==> config.mk <==
export PLATFORM = sky130hd
export DESIGN_NAME = dpram_stream_reader
export DESIGN_NICKNAME = d
export VERILOG_FILES = /design/src/rtl/dpram_stream_reader.sv
export SDC_FILE = /design/constraint.sdc
export NUM_CORES = 1
export LEC_CHECK = 0
export ABC_AREA = 1
export CAP_MARGIN = 10
export CORE_MARGIN = 2
export CORE_UTILIZATION = 30
export DETAILED_ROUTE_END_ITERATION = 16
export PLACE_DENSITY = 0.57
export SETUP_SLACK_MARGIN = 0.02
export SLEW_MARGIN = 20
export SYNTH_ARGS = -nofsm -noshare
export SYNTH_HDL_FRONTEND = slang
export SYNTH_SLANG_ARGS = --single-unit
==> constraint.sdc <==
create_clock -name clk -period 2.56 [get_ports clk]
set_input_delay 0.512 -clock clk [delete_from_list [all_inputs] [get_ports clk]]
set_output_delay 0.512 -clock clk [all_outputs]
set_load 0.03 [all_outputs]
==> src/rtl/dpram_stream_reader.sv <==
// Burst read engine for a read-enabled dual-port RAM port, presenting data as a valid/ready stream.
// Define DPRAM_STREAM_READER_ABORT_EN to add the abort input that kills the current burst.
module dpram_stream_reader #(
   parameter int ADDR_W       = 12,
   parameter int DATA_W       = 32,
   parameter int LEN_W        = 12,
   parameter int READ_LATENCY = 1,
   parameter int FIFO_DEPTH   = 4
) (
   input  logic              clk,
   input  logic              reset,
   input  logic              cmd_valid,
   output logic              cmd_ready,
   input  logic [ADDR_W-1:0] cmd_addr,
   input  logic [LEN_W-1:0]  cmd_len,
   output logic [ADDR_W-1:0] ram_address,
   output logic              ram_rden,
   input  logic [DATA_W-1:0] ram_q,
   output logic              out_valid,
   input  logic              out_ready,
   output logic [DATA_W-1:0] out_data,
   output logic              out_last,
   output logic              busy
`ifdef DPRAM_STREAM_READER_ABORT_EN
   ,
   input  logic              abort
`endif
);
   localparam int PTR_W = $clog2(FIFO_DEPTH);
   localparam int CNT_W = $clog2(FIFO_DEPTH + 1);
   localparam logic [CNT_W:0] DEPTH_S = (CNT_W + 1)'(FIFO_DEPTH);

   typedef enum logic [1:0] {IDLE, ISSUE, DRAIN} state_t;

   state_t                  state_q, state_d;
   logic [ADDR_W-1:0]       addr_q, addr_d;
   logic [LEN_W-1:0]        remain_q, remain_d;
   logic [CNT_W-1:0]        inflight_q, inflight_d;
   logic [CNT_W-1:0]        count_q, count_d;
   logic [PTR_W-1:0]        wr_ptr_q, wr_ptr_d;
   logic [PTR_W-1:0]        rd_ptr_q, rd_ptr_d;
   logic [READ_LATENCY-1:0] tag_vld_q, tag_vld_d;
   logic [READ_LATENCY-1:0] tag_last_q, tag_last_d;
   logic                    discard_q, discard_d;
   logic [DATA_W:0]         fifo_mem_q [FIFO_DEPTH];

   logic kill, credit, fifo_empty, capture, push, pop;

`ifdef DPRAM_STREAM_READER_ABORT_EN
   assign kill = abort & (state_q != IDLE);
`else
   assign kill = 1'b0;
`endif

   always_comb begin
      state_d    = state_q;
      addr_d     = addr_q;
      remain_d   = remain_q;
      discard_d  = discard_q;
      ram_rden   = 1'b0;
      // Credit counts reads still in the RAM pipe so every capture has a free FIFO slot.
      credit     = ({1'b0, inflight_q} + {1'b0, count_q}) < DEPTH_S;
      fifo_empty = (count_q == '0);
      capture    = tag_vld_q[READ_LATENCY-1];
      push       = capture & ~discard_q & ~kill;
      out_valid  = ~fifo_empty & ~kill;
      pop        = out_valid & out_ready;

      case (state_q)
         IDLE: begin
            if (cmd_valid && (cmd_len != '0)) begin
               addr_d   = cmd_addr;
               remain_d = cmd_len;
               state_d  = ISSUE;
            end
         end
         ISSUE: begin
            if (!kill && credit) begin
               ram_rden = 1'b1;
               addr_d   = addr_q + 1'b1;
               remain_d = remain_q - 1'b1;
               if (remain_q == LEN_W'(1)) state_d = DRAIN;
            end
         end
         DRAIN: begin
            if ((inflight_q == '0) && fifo_empty) state_d = IDLE;
         end
         default: state_d = IDLE;
      endcase

      inflight_d = inflight_q;
      if (ram_rden && !capture)      inflight_d = inflight_q + 1'b1;
      else if (!ram_rden && capture) inflight_d = inflight_q - 1'b1;

      tag_vld_d  = (tag_vld_q << 1) | READ_LATENCY'(ram_rden);
      tag_last_d = (tag_last_q << 1) | READ_LATENCY'(ram_rden && (remain_q == LEN_W'(1)));

      wr_ptr_d = wr_ptr_q;
      rd_ptr_d = rd_ptr_q;
      count_d  = count_q;
      if (push) wr_ptr_d = wr_ptr_q + 1'b1;
      if (pop)  rd_ptr_d = rd_ptr_q + 1'b1;
      if (push && !pop)      count_d = count_q + 1'b1;
      else if (!push && pop) count_d = count_q - 1'b1;

      // Abort empties the FIFO now; reads still in the RAM pipe are swallowed until inflight drains.
      if (kill) begin
         discard_d = 1'b1;
         wr_ptr_d  = '0;
         rd_ptr_d  = '0;
         count_d   = '0;
         state_d   = (inflight_d == '0) ? IDLE : DRAIN;
      end
      if (state_d == IDLE) discard_d = 1'b0;
   end

   always_ff @(posedge clk or posedge reset) begin
      if (reset) begin
         state_q    <= IDLE;
         addr_q     <= '0;
         remain_q   <= '0;
         inflight_q <= '0;
         count_q    <= '0;
         wr_ptr_q   <= '0;
         rd_ptr_q   <= '0;
         tag_vld_q  <= '0;
         tag_last_q <= '0;
         discard_q  <= 1'b0;
      end else begin
         state_q    <= state_d;
         addr_q     <= addr_d;
         remain_q   <= remain_d;
         inflight_q <= inflight_d;
         count_q    <= count_d;
         wr_ptr_q   <= wr_ptr_d;
         rd_ptr_q   <= rd_ptr_d;
         tag_vld_q  <= tag_vld_d;
         tag_last_q <= tag_last_d;
         discard_q  <= discard_d;
      end
   end

   always_ff @(posedge clk) begin
      if (push) fifo_mem_q[wr_ptr_q] <= {tag_last_q[READ_LATENCY-1], ram_q};
   end

   assign cmd_ready   = (state_q == IDLE);
   assign ram_address = addr_q;
   assign out_data    = fifo_mem_q[rd_ptr_q][DATA_W-1:0];
   assign out_last    = fifo_mem_q[rd_ptr_q][DATA_W] & out_valid;
   assign busy        = (state_q != IDLE) | out_valid;

endmodule

==> flow_summary.yaml, run 1 <==
sta:
  grt_setup_unrepaired: "no"
  fin_worst_skew_ns: 0.0136
  setup_viol: 0
  tightest_slew_ns: 0.529
  finalHoldViolCount: 0
  setup_tns_ns: 0
  drv_slew: 0
  max_freq_mhz: 411
  maxSlewHeadroom_pct: 64.7
  min_period_over_period_pct: 94.9
  finalCriticalPeriod_ns: 2.43
global_route:
  grt_pass1_vias: 5140
  track_usage_pct: 13.6
  antenna_found_initial: 0
  met2_usage_pct: 22.3
  grt_most_used_layer: "met2"
  grt_use_met3_pct: 2.90
  gr-total-overflow: 0
  grt_pass1_wl_mm: 27.5
  grt.met1_usage_pct: 17.9
  grt_max_degree: 40
final_layout:
  drive_gt1_share_pct: 9.07
  antenna_cells: 0
  fin_nets: 876
  multi_input_area_um2: 2200
  regArea_um2: 4920
  syn2layout_area_growth_pct: 28.2
  num-fill-cells: 2362
  fin_util_pct: 39.1
logic_synthesis:
  yosys.area.top_type: "edfxtp_1"
  synth-compound-area-share_pct: 9.56
  syn_area_um2: 7420
  yosys-top-cells-area: "edfxtp_1 53%, dfrtp_1 13%, nand2_1 7.0%"
  ys_types: 35
  synthMuxAreaShare_pct: 0.708
  postSynthAreaPerCell_um2: 10.8
  synthSimpleGateAreaFrac_pct: 16.0
  synth_xor_area_share_pct: 0.945
  syn_inst: 688
  synth_seq_cells: 170
  synth_top_family_by_area: "simple AND/OR/NAND/NOR gates"
  synthesis.nets: 761
  yosys_warnings: 0
  synth.top_cell.area_share_pct: 53.4
  synthAdderAreaFrac_pct: 2.40
  synth_seq_area_share_pct: 66.3
place:
  gp_congestion: 0.766
  port_buffers: 108
  post-dp-hpwl_mm: 10.6
detailed_routing:
  drt_iter0_markers: 299
  route.detailed.wl_per_inst_um: 14.8
  avgViaCountPerCell: 4.56
  routed_wl_mm: 16.8
  postRouteAntennaNets: 0
  first_pass_iters: 4
  via_count: 5204
  drc: 0
clock_network:
  cts-root-buf: "clkbuf_16"
  cts_buffers: 17
  cts_tree: "done"
  h-tree-depth: 4
  clockBufferDepth: 2
  cts-resized-gates: 28
  worstSkewPairLatency_ns: 0.43
  ctsHoldBuffers: 0
  cts.clk_slew.worst_paths_ns: 0.08
  clock_sinks: 170
  post_cts_buffers: 0
worst_setup_path:
  cp_data_required_time_ns: 2.05
  slowest_delay_ns: 0.74
  path_delay_family: "buffers and inverters"
  path_cells: "nor2_2 -> clkdlybuf4s50_1"
  crit_fanout: 5
  worstSetupEndpointType: "output port"
  crit_type: "flip-flop to output port"
  arrival_ns: 1.92
  slowest_stage: "clkdlybuf4s50_1"
  worst-path-buf-inv: 1
  startpoint_type: "flip-flop"
power:
  powerDensity_nw_per_um2: 1250
  vdd_drop_max_mv: 0.578
  power.leakage_nw: 3.68
worst_hold_path:
  hold_class: "flip-flop to flip-flop"
floorplanning:
  die_area_um2: 26000
  fp.dieH_um: 161
  io_pins: 109
  rows: 57
  core_area_um2: 24300
  initial_utilization_pct: 30.5
  fp.dieW_um: 161
run:
  maxCapViolCount: 0
run_status:
  outcome: "complete, no violations"
## layout make-up
type	instances	share of cell area, %
Sequential cell	170	51.7
Multi-Input combinational cell	445	23.1
Timing Repair Buffer	125	12.7
Clock buffer	17	4.47
Tap cell	324	4.26
Clock inverter	15	1.97
Inverter	44	1.74
## registers in the layout (all words and copies together) (netlist names)
name	count
count_q	3
rd_ptr_q	2
wr_ptr_q	2
ram_address	12
inflight_q	3
fifo_mem_q	132
state_q	2
tag_last_q	1
remain_q	12
capture	1
## worst paths after layout
check                               from  slack (ns)  depth (start not counted)             end
max                           state_q[1]        0.13                          2       cmd_ready
min                           state_q[0]        0.51                          2      state_q[0]
max reg2reg                inflight_q[2]        0.38                         11   inflight_q[2]
min reg2reg                   state_q[0]        0.51                          2      state_q[0]
max in group asynchronous          reset        1.61                          3     rd_ptr_q[0]
min in group asynchronous          reset        0.54                          3  ram_address[5]
## kinds of logic (layout without fill, tap and decap cells)
| logic type | count (synthesis) | count (layout) |
|---|---|---|
| AND/OR/NAND/NOR | 288 | 288 |
| adder cells (fa/ha/maj) | 13 | 13 |
| buffers and inverters | 73 | 201 |
| flip-flops | 170 | 170 |
| multiplexers | 5 | 5 |
| XOR/XNOR | 8 | 8 |
| AO/OA/AOI/OAI | 131 | 131 |
## metrics by stage
| stage | power (mW) | instances | area (µm²) | hold WS [ns] | setup WS (ns) |
|---|---|---|---|---|---|
| final | 11.9 | 1140 | 9510 | 0.511 | 0.130 |
| after global routing | 12.7 | 1140 | 9510 | 0.553 | 0.0262 |
| after CTS | 12.0 | 1140 | 9510 | 0.515 | 0.0258 |
| after detailed placement | 9.63 | 1108 | 8930 | 0.494 | 0.244 |
| after global placement | 9.56 | 1108 | 8930 | 0.489 | 0.310 |
| after floorplan | 7.53 | 688 | 7420 | 0.455 | 0.346 |
## cell usage after synthesis, drive strengths merged
cell type,number
and2,1
xor2,6
dfrtp,38
nand3b,1
mux2i,3
edfxtp,132
buf,11
nand4,2
nor3b,1
nor2,106
o22ai,34
fa,2
a21oi,7
nor3,1
o21bai,1
nand3,31
a21o,1
mux2,2
ha,11
nand2,142
o21ai,88
xnor2,2
or2,3
inv,44
clkbuf,18
## report_power, final
group	internal, mW	switching, mW	leakage (nW)
clock	1.40	1.20	0.291
combinational	1.89	3.50	1.72
sequential	3.50	0.357	1.67
## per-layer routing
metal | wire length, µm | part of all wire (%)
met1 | 7670 | 46
met2 | 8020 | 48
met3 | 866 | 5.1
met4 | 266 | 1.6
met5 | 0 | 0
## tightest hold or removal path: cells and delay by family, from the launching register on
kind             cells  cell delay (ns)
and+or+nand+nor      2             0.10
DFF                  1             0.38
## cell usage in the layout (no fill, tap or decap), types with 11 or more instances in the layout
| cell | n |
|---|---|
| o22ai_1 | 33 |
| dlygate4sd2_1 | 25 |
| clkbuf_16 | 17 |
| ha_1 | 11 |
| edfxtp_1 | 132 |
| nand3_1 | 30 |
| inv_1 | 42 |
| buf_4 | 19 |
| dfrtp_1 | 37 |
| nand2_1 | 139 |
| o21ai_0 | 80 |
| nor2_1 | 101 |
| clkdlybuf4s50_1 | 73 |
(Power assumes the default switching activity.)
==> run 2, diff against run 1 <==
GPL_TIMING_DRIVEN = 0   (was not set)
HOLD_SLACK_MARGIN = 0.03   (was not set)
==> flow_summary.yaml, run 2 (synthesis gave the netlist of run 1 again) <==
place:
  port_buffers: 108
  dp_worst_setup_slack_ns: -0.291
  post-dp-hpwl_mm: 12.1
  dp_cells: 1125
  dpl_cell_area_um2: 9020
  gp_congestion: 0.801
final_layout:
  largest_reg_flops: 132
  fin_util_pct: 39.4
  drive_gt1_share_pct: 14.7
  post-route-cell-area_um2: 9580
  syn2layout_area_growth_pct: 29.2
  fin_nets: 895
  regMostFlops: "fifo_mem_q"
  final_common_cell: "nand2_1"
  layout_common_cells: "139 x nand2_1, 132 x edfxtp_1, 101 x nor2_1"
  regArea_um2: 4920
  stdcell_count: 1159
  num-fill-cells: 2385
  multi_input_area_um2: 2210
  antenna_cells: 0
detailed_routing:
  postRouteAntennaNets: 0
  route.detailed.wl_per_inst_um: 15.6
  drt_iter0_markers: 254
  via_count: 5261
  drc: 0
  first_pass_iters: 4
  routed_wl_mm: 18.0
  avgViaCountPerCell: 4.54
global_route:
  grt_pass1_wl_mm: 28.2
  gr-total-overflow: 0
  antenna_found_initial: 0
  track_usage_pct: 14.2
  grt_max_degree: 30
  grt_pass1_vias: 5256
sta:
  fin_worst_skew_ns: 0.0130
  setup_viol: 0
  drv_slew: 0
  tightest_slew_ns: 0.467
  fin_hold_ws_ns: 0.330
  finalCriticalPeriod_ns: 2.45
  setup_tns_ns: 0
  min_period_over_period_pct: 95.7
  max_freq_mhz: 408
  finalHoldViolCount: 0
  grt_setup_unrepaired: "yes"
  maxSlewHeadroom_pct: 68.9
  worst_slack_ns: 0.110
clock_network:
  ctsHoldBuffers: 0
  clock_sinks: 170
  clockBufferDepth: 2
  cts_tree: "done"
  h-tree-depth: 4
  cts-root-buf: "clkbuf_16"
  cts.clk_slew.worst_paths_ns: 0.07
  cts_buffers: 17
  worstSkewPairLatency_ns: 0.43
worst_setup_path:
  arrival_ns: 1.94
  r2r-start: "inflight_q[1]"
  crit_type: "flip-flop to output port"
  crit_fanout: 10
  startpoint_type: "flip-flop"
  cp_data_required_time_ns: 2.05
  worstSetupEndpointType: "output port"
  crit_start: "rd_ptr_q[0]"
worst_hold_path:
  hold_class: "primary input to asynchronous set/reset pin"
floorplanning:
  die_area_um2: 26000
  io_pins: 109
  fp.dieW_um: 161
  rows: 57
  initial_utilization_pct: 30.5
  fp.dieH_um: 161
  core_area_um2: 24300
power:
  powerDensity_nw_per_um2: 1260
  p_total_mw: 12.1
  vdd_drop_max_mv: 0.473
  power.leakage_nw: 3.72
run_status:
  outcome: "complete, no violations"
run:
  maxCapViolCount: 0
run 2: cell count changes in the layout (fill, tap and decap cells not counted), sizes merged:
cell and delta:
buf +16, bufinv +1, clkbuf +22, clkdlybuf4s15 +6, clkinv -5, dlygate4sd2 -24
inv +3
run 2: metal layers:
metal / wire length, µm / GRT usage, % / vias to the layer above
met5: 0 / 0 / -
met4: 197 / 3.81 / 0
met3: 820 / 3.03 / 16
met2: 8570 / 23.7 / 130
met1: 8450 / 18.7 / 2473
li1: - / - / 2642
run 2: what timing repair did:
item | CTS | global route
pin swaps | 1 | 1
gates resized for setup | 114 | 54
setup endpoints to repair | 34 | 32
buffers inserted | 1 | 1
run 2: path summary, 6_finish.rpt:
check                           slack (ns)           endpoint  depth (start not counted)
worst max-delay path                  0.11       out_data[23]                          6
worst min-delay path                  0.33     ram_address[6]                          2
worst max register to register        0.20      inflight_q[2]                         12
max in group asynchronous             1.77        rd_ptr_q[1]                          3
min in group clk                      0.49  fifo_mem_q[3][32]                          0
worst min register to register        0.49  fifo_mem_q[3][32]                          0
run 2: power by group:
part           internal (mW)  total [mW]  switching (mW)
Clock                   1.48        2.65            1.16
Combinational           1.91        5.59            3.68
Sequential              3.50        3.87           0.372
run 2: area by class of cell:
type	instances	share of cell area, %
Inverter	44	1.72
Multi-Input combinational cell	445	23.0
Timing Repair Buffer	115	11.4
Clock inverter	14	1.88
Tap cell	324	4.23
Buffer	29	1.93
Sequential cell	170	51.3
Clock buffer	18	4.48
run 2: critical path, cell delays in order, from the launching register on:
cell     delay (ns)
dfrtp_1        0.42
inv_1          0.12
buf_4          0.19
buf_4          0.22
nor2_1         0.06
o22ai_1        0.24
buf_2          0.25
==> run 3, diff against run 2 <==
CTS_BUF_LIST = sky130_fd_sc_hd__clkbuf_8 sky130_fd_sc_hd__clkbuf_16   (was not set)
==> flow_summary.yaml, run 3 (synthesis gave the netlist of run 1 again) <==
place:
  dpl_cell_area_um2: 9020
  gp_congestion: 0.801
  post-dp-hpwl_mm: 12.1
  dp_cells: 1125
  port_buffers: 108
  dp_worst_setup_slack_ns: -0.291
sta:
  fin_worst_skew_ns: 0.0130
  max_freq_mhz: 409
  fin_hold_ws_ns: 0.331
  worst_slack_ns: 0.115
  drv_slew: 0
  min_period_over_period_pct: 95.5
  tightest_slew_ns: 0.465
  setup_viol: 0
  grt_setup_unrepaired: "yes"
  finalCriticalPeriod_ns: 2.45
  maxSlewHeadroom_pct: 68.9
  finalHoldViolCount: 0
worst_setup_path:
  cp_data_required_time_ns: 2.05
  crit_fanout: 10
  timing.rr.end: "inflight_q[2]"
  crit_start: "rd_ptr_q[0]"
  worstSetupEndpointType: "output port"
  r2r-start: "inflight_q[1]"
  reg2reg_slack_ns: 0.20
  crit_type: "flip-flop to output port"
  arrival_ns: 1.93
  r2r_cells: 12
  startpoint_type: "flip-flop"
floorplanning:
  rows: 57
  io_pins: 109
  core_area_um2: 24300
  fp.dieH_um: 161
  die_area_um2: 26000
  fp.dieW_um: 161
  initial_utilization_pct: 30.5
final_layout:
  regMostFlops: "fifo_mem_q"
  post-route-cell-area_um2: 9580
  multi_input_area_um2: 2210
  antenna_cells: 0
  fin_nets: 895
  regArea_um2: 4920
  stdcell_count: 1159
  final_common_cell: "nand2_1"
  syn2layout_area_growth_pct: 29.2
  num-fill-cells: 2385
  layout_common_cells: "139 x nand2_1, 132 x edfxtp_1, 101 x nor2_1"
  drive_gt1_share_pct: 14.7
  fin_util_pct: 39.4
  largest_reg_flops: 132
global_route:
  grt_most_used_layer: "met2"
  grt.met1_usage_pct: 18.7
  antenna_found_initial: 0
  track_usage_pct: 14.2
  grt_max_degree: 30
  grt_pass1_vias: 5259
  gr-total-overflow: 0
  met2_usage_pct: 23.7
  grt_pass1_wl_mm: 28.2
  grt_use_met3_pct: 3.03
detailed_routing:
  postRouteAntennaNets: 0
  avgViaCountPerCell: 4.56
  routed_wl_mm: 18.1
  first_pass_iters: 5
  drc: 0
  route.detailed.wl_per_inst_um: 15.6
  via_count: 5281
  drt_iter0_markers: 288
power:
  switching_share_pct: 43.1
  powerDensity_nw_per_um2: 1260
  p_comb_share_pct: 46.1
  vdd_drop_max_mv: 0.474
  power.leakage_nw: 3.73
  p_clk_share_pct: 21.8
  p_int_mw: 6.89
  seq_power_share_pct: 32.0
  p_sw_mw: 5.21
clock_network:
  worstSkewPairLatency_ns: 0.43
  h-tree-depth: 4
  cts_tree: "done"
  cts_buffers: 17
  clockBufferDepth: 2
  clock_sinks: 170
  cts-root-buf: "clkbuf_16"
  cts.clk_slew.worst_paths_ns: 0.07
run:
  maxCapViolCount: 0
worst_hold_path:
  hold_class: "primary input to asynchronous set/reset pin"
run_status:
  outcome: "complete, no violations"
run 3: cell types whose count changed in the layout (fill, tap and decap cells not counted), sizes merged:
| cell | delta |
|---|---|
| clkbuf | -1 |
| inv | +1 |
run 3: routing by layer:
| metal | share of wire (%) | vias to the layer above |
|---|---|---|
| met2 | 47 | 146 |
| met4 | 1.1 | 0 |
| met1 | 46 | 2474 |
| met5 | 0 | - |
| met3 | 5.0 | 16 |
| li1 | - | 2645 |
run 3: worst max path at each step:
stage	endpoint	slack, ns	cells past startpoint
2_1_floorplan	inflight_q[1]	0.35	8
3_3_place_gp	out_data[19]	-0.28	6
3_5_place_dp	out_data[23]	-0.29	6
4_1_cts	out_data[23]	-0.03	6
5_1_grt	out_data[23]	-0.01	6
6_report	out_data[23]	0.11	5
run 3: critical path, cell delays in order, from the launching register on:
cell,delay (ns)
dfrtp_1,0.41
buf_2,0.25
buf_2,0.30
nor2_1,0.08
o22ai_1,0.22
buf_2,0.25
run 3: final cells by class:
| class | instances | share of cell area [%] |
|---|---|---|
| Sequential cell | 170 | 51.3 |
| Multi-Input combinational cell | 445 | 23.0 |
| Clock inverter | 15 | 1.92 |
| Tap cell | 324 | 4.23 |
| Buffer | 29 | 1.93 |
| Timing Repair Buffer | 115 | 11.4 |
| Clock buffer | 17 | 4.44 |
| Inverter | 44 | 1.72 |
run 3: per-stage QoR:
step                      TNS (ns)  power (mW)
after floorplan                  0        7.53
after global placement       -4.60        9.66
after detailed placement     -5.15        9.75
after CTS                  -0.0313        12.3
after global routing       -0.0108        12.9
final                            0        12.1
run 3: repair_timing:
item | 4_1_cts | 5_1_grt
hold buffers | 0 | 0
cloned | 0 | 0
setup buffers | 1 | 1
pin swaps | 1 | 1
resized for setup | 114 | 54
endpoints found under the setup margin | 34 | 32
run 3: power groups by stage:
stage                     clock network (mW)  registers, mW  logic [mW]
final                                   2.64           3.87        5.58
after global routing                    2.81           3.94        6.17
after CTS                               2.69           3.87        5.77
after detailed placement                   0           3.92        5.83
after global placement                     0           3.94        5.72
after floorplan                            0           4.00        3.53
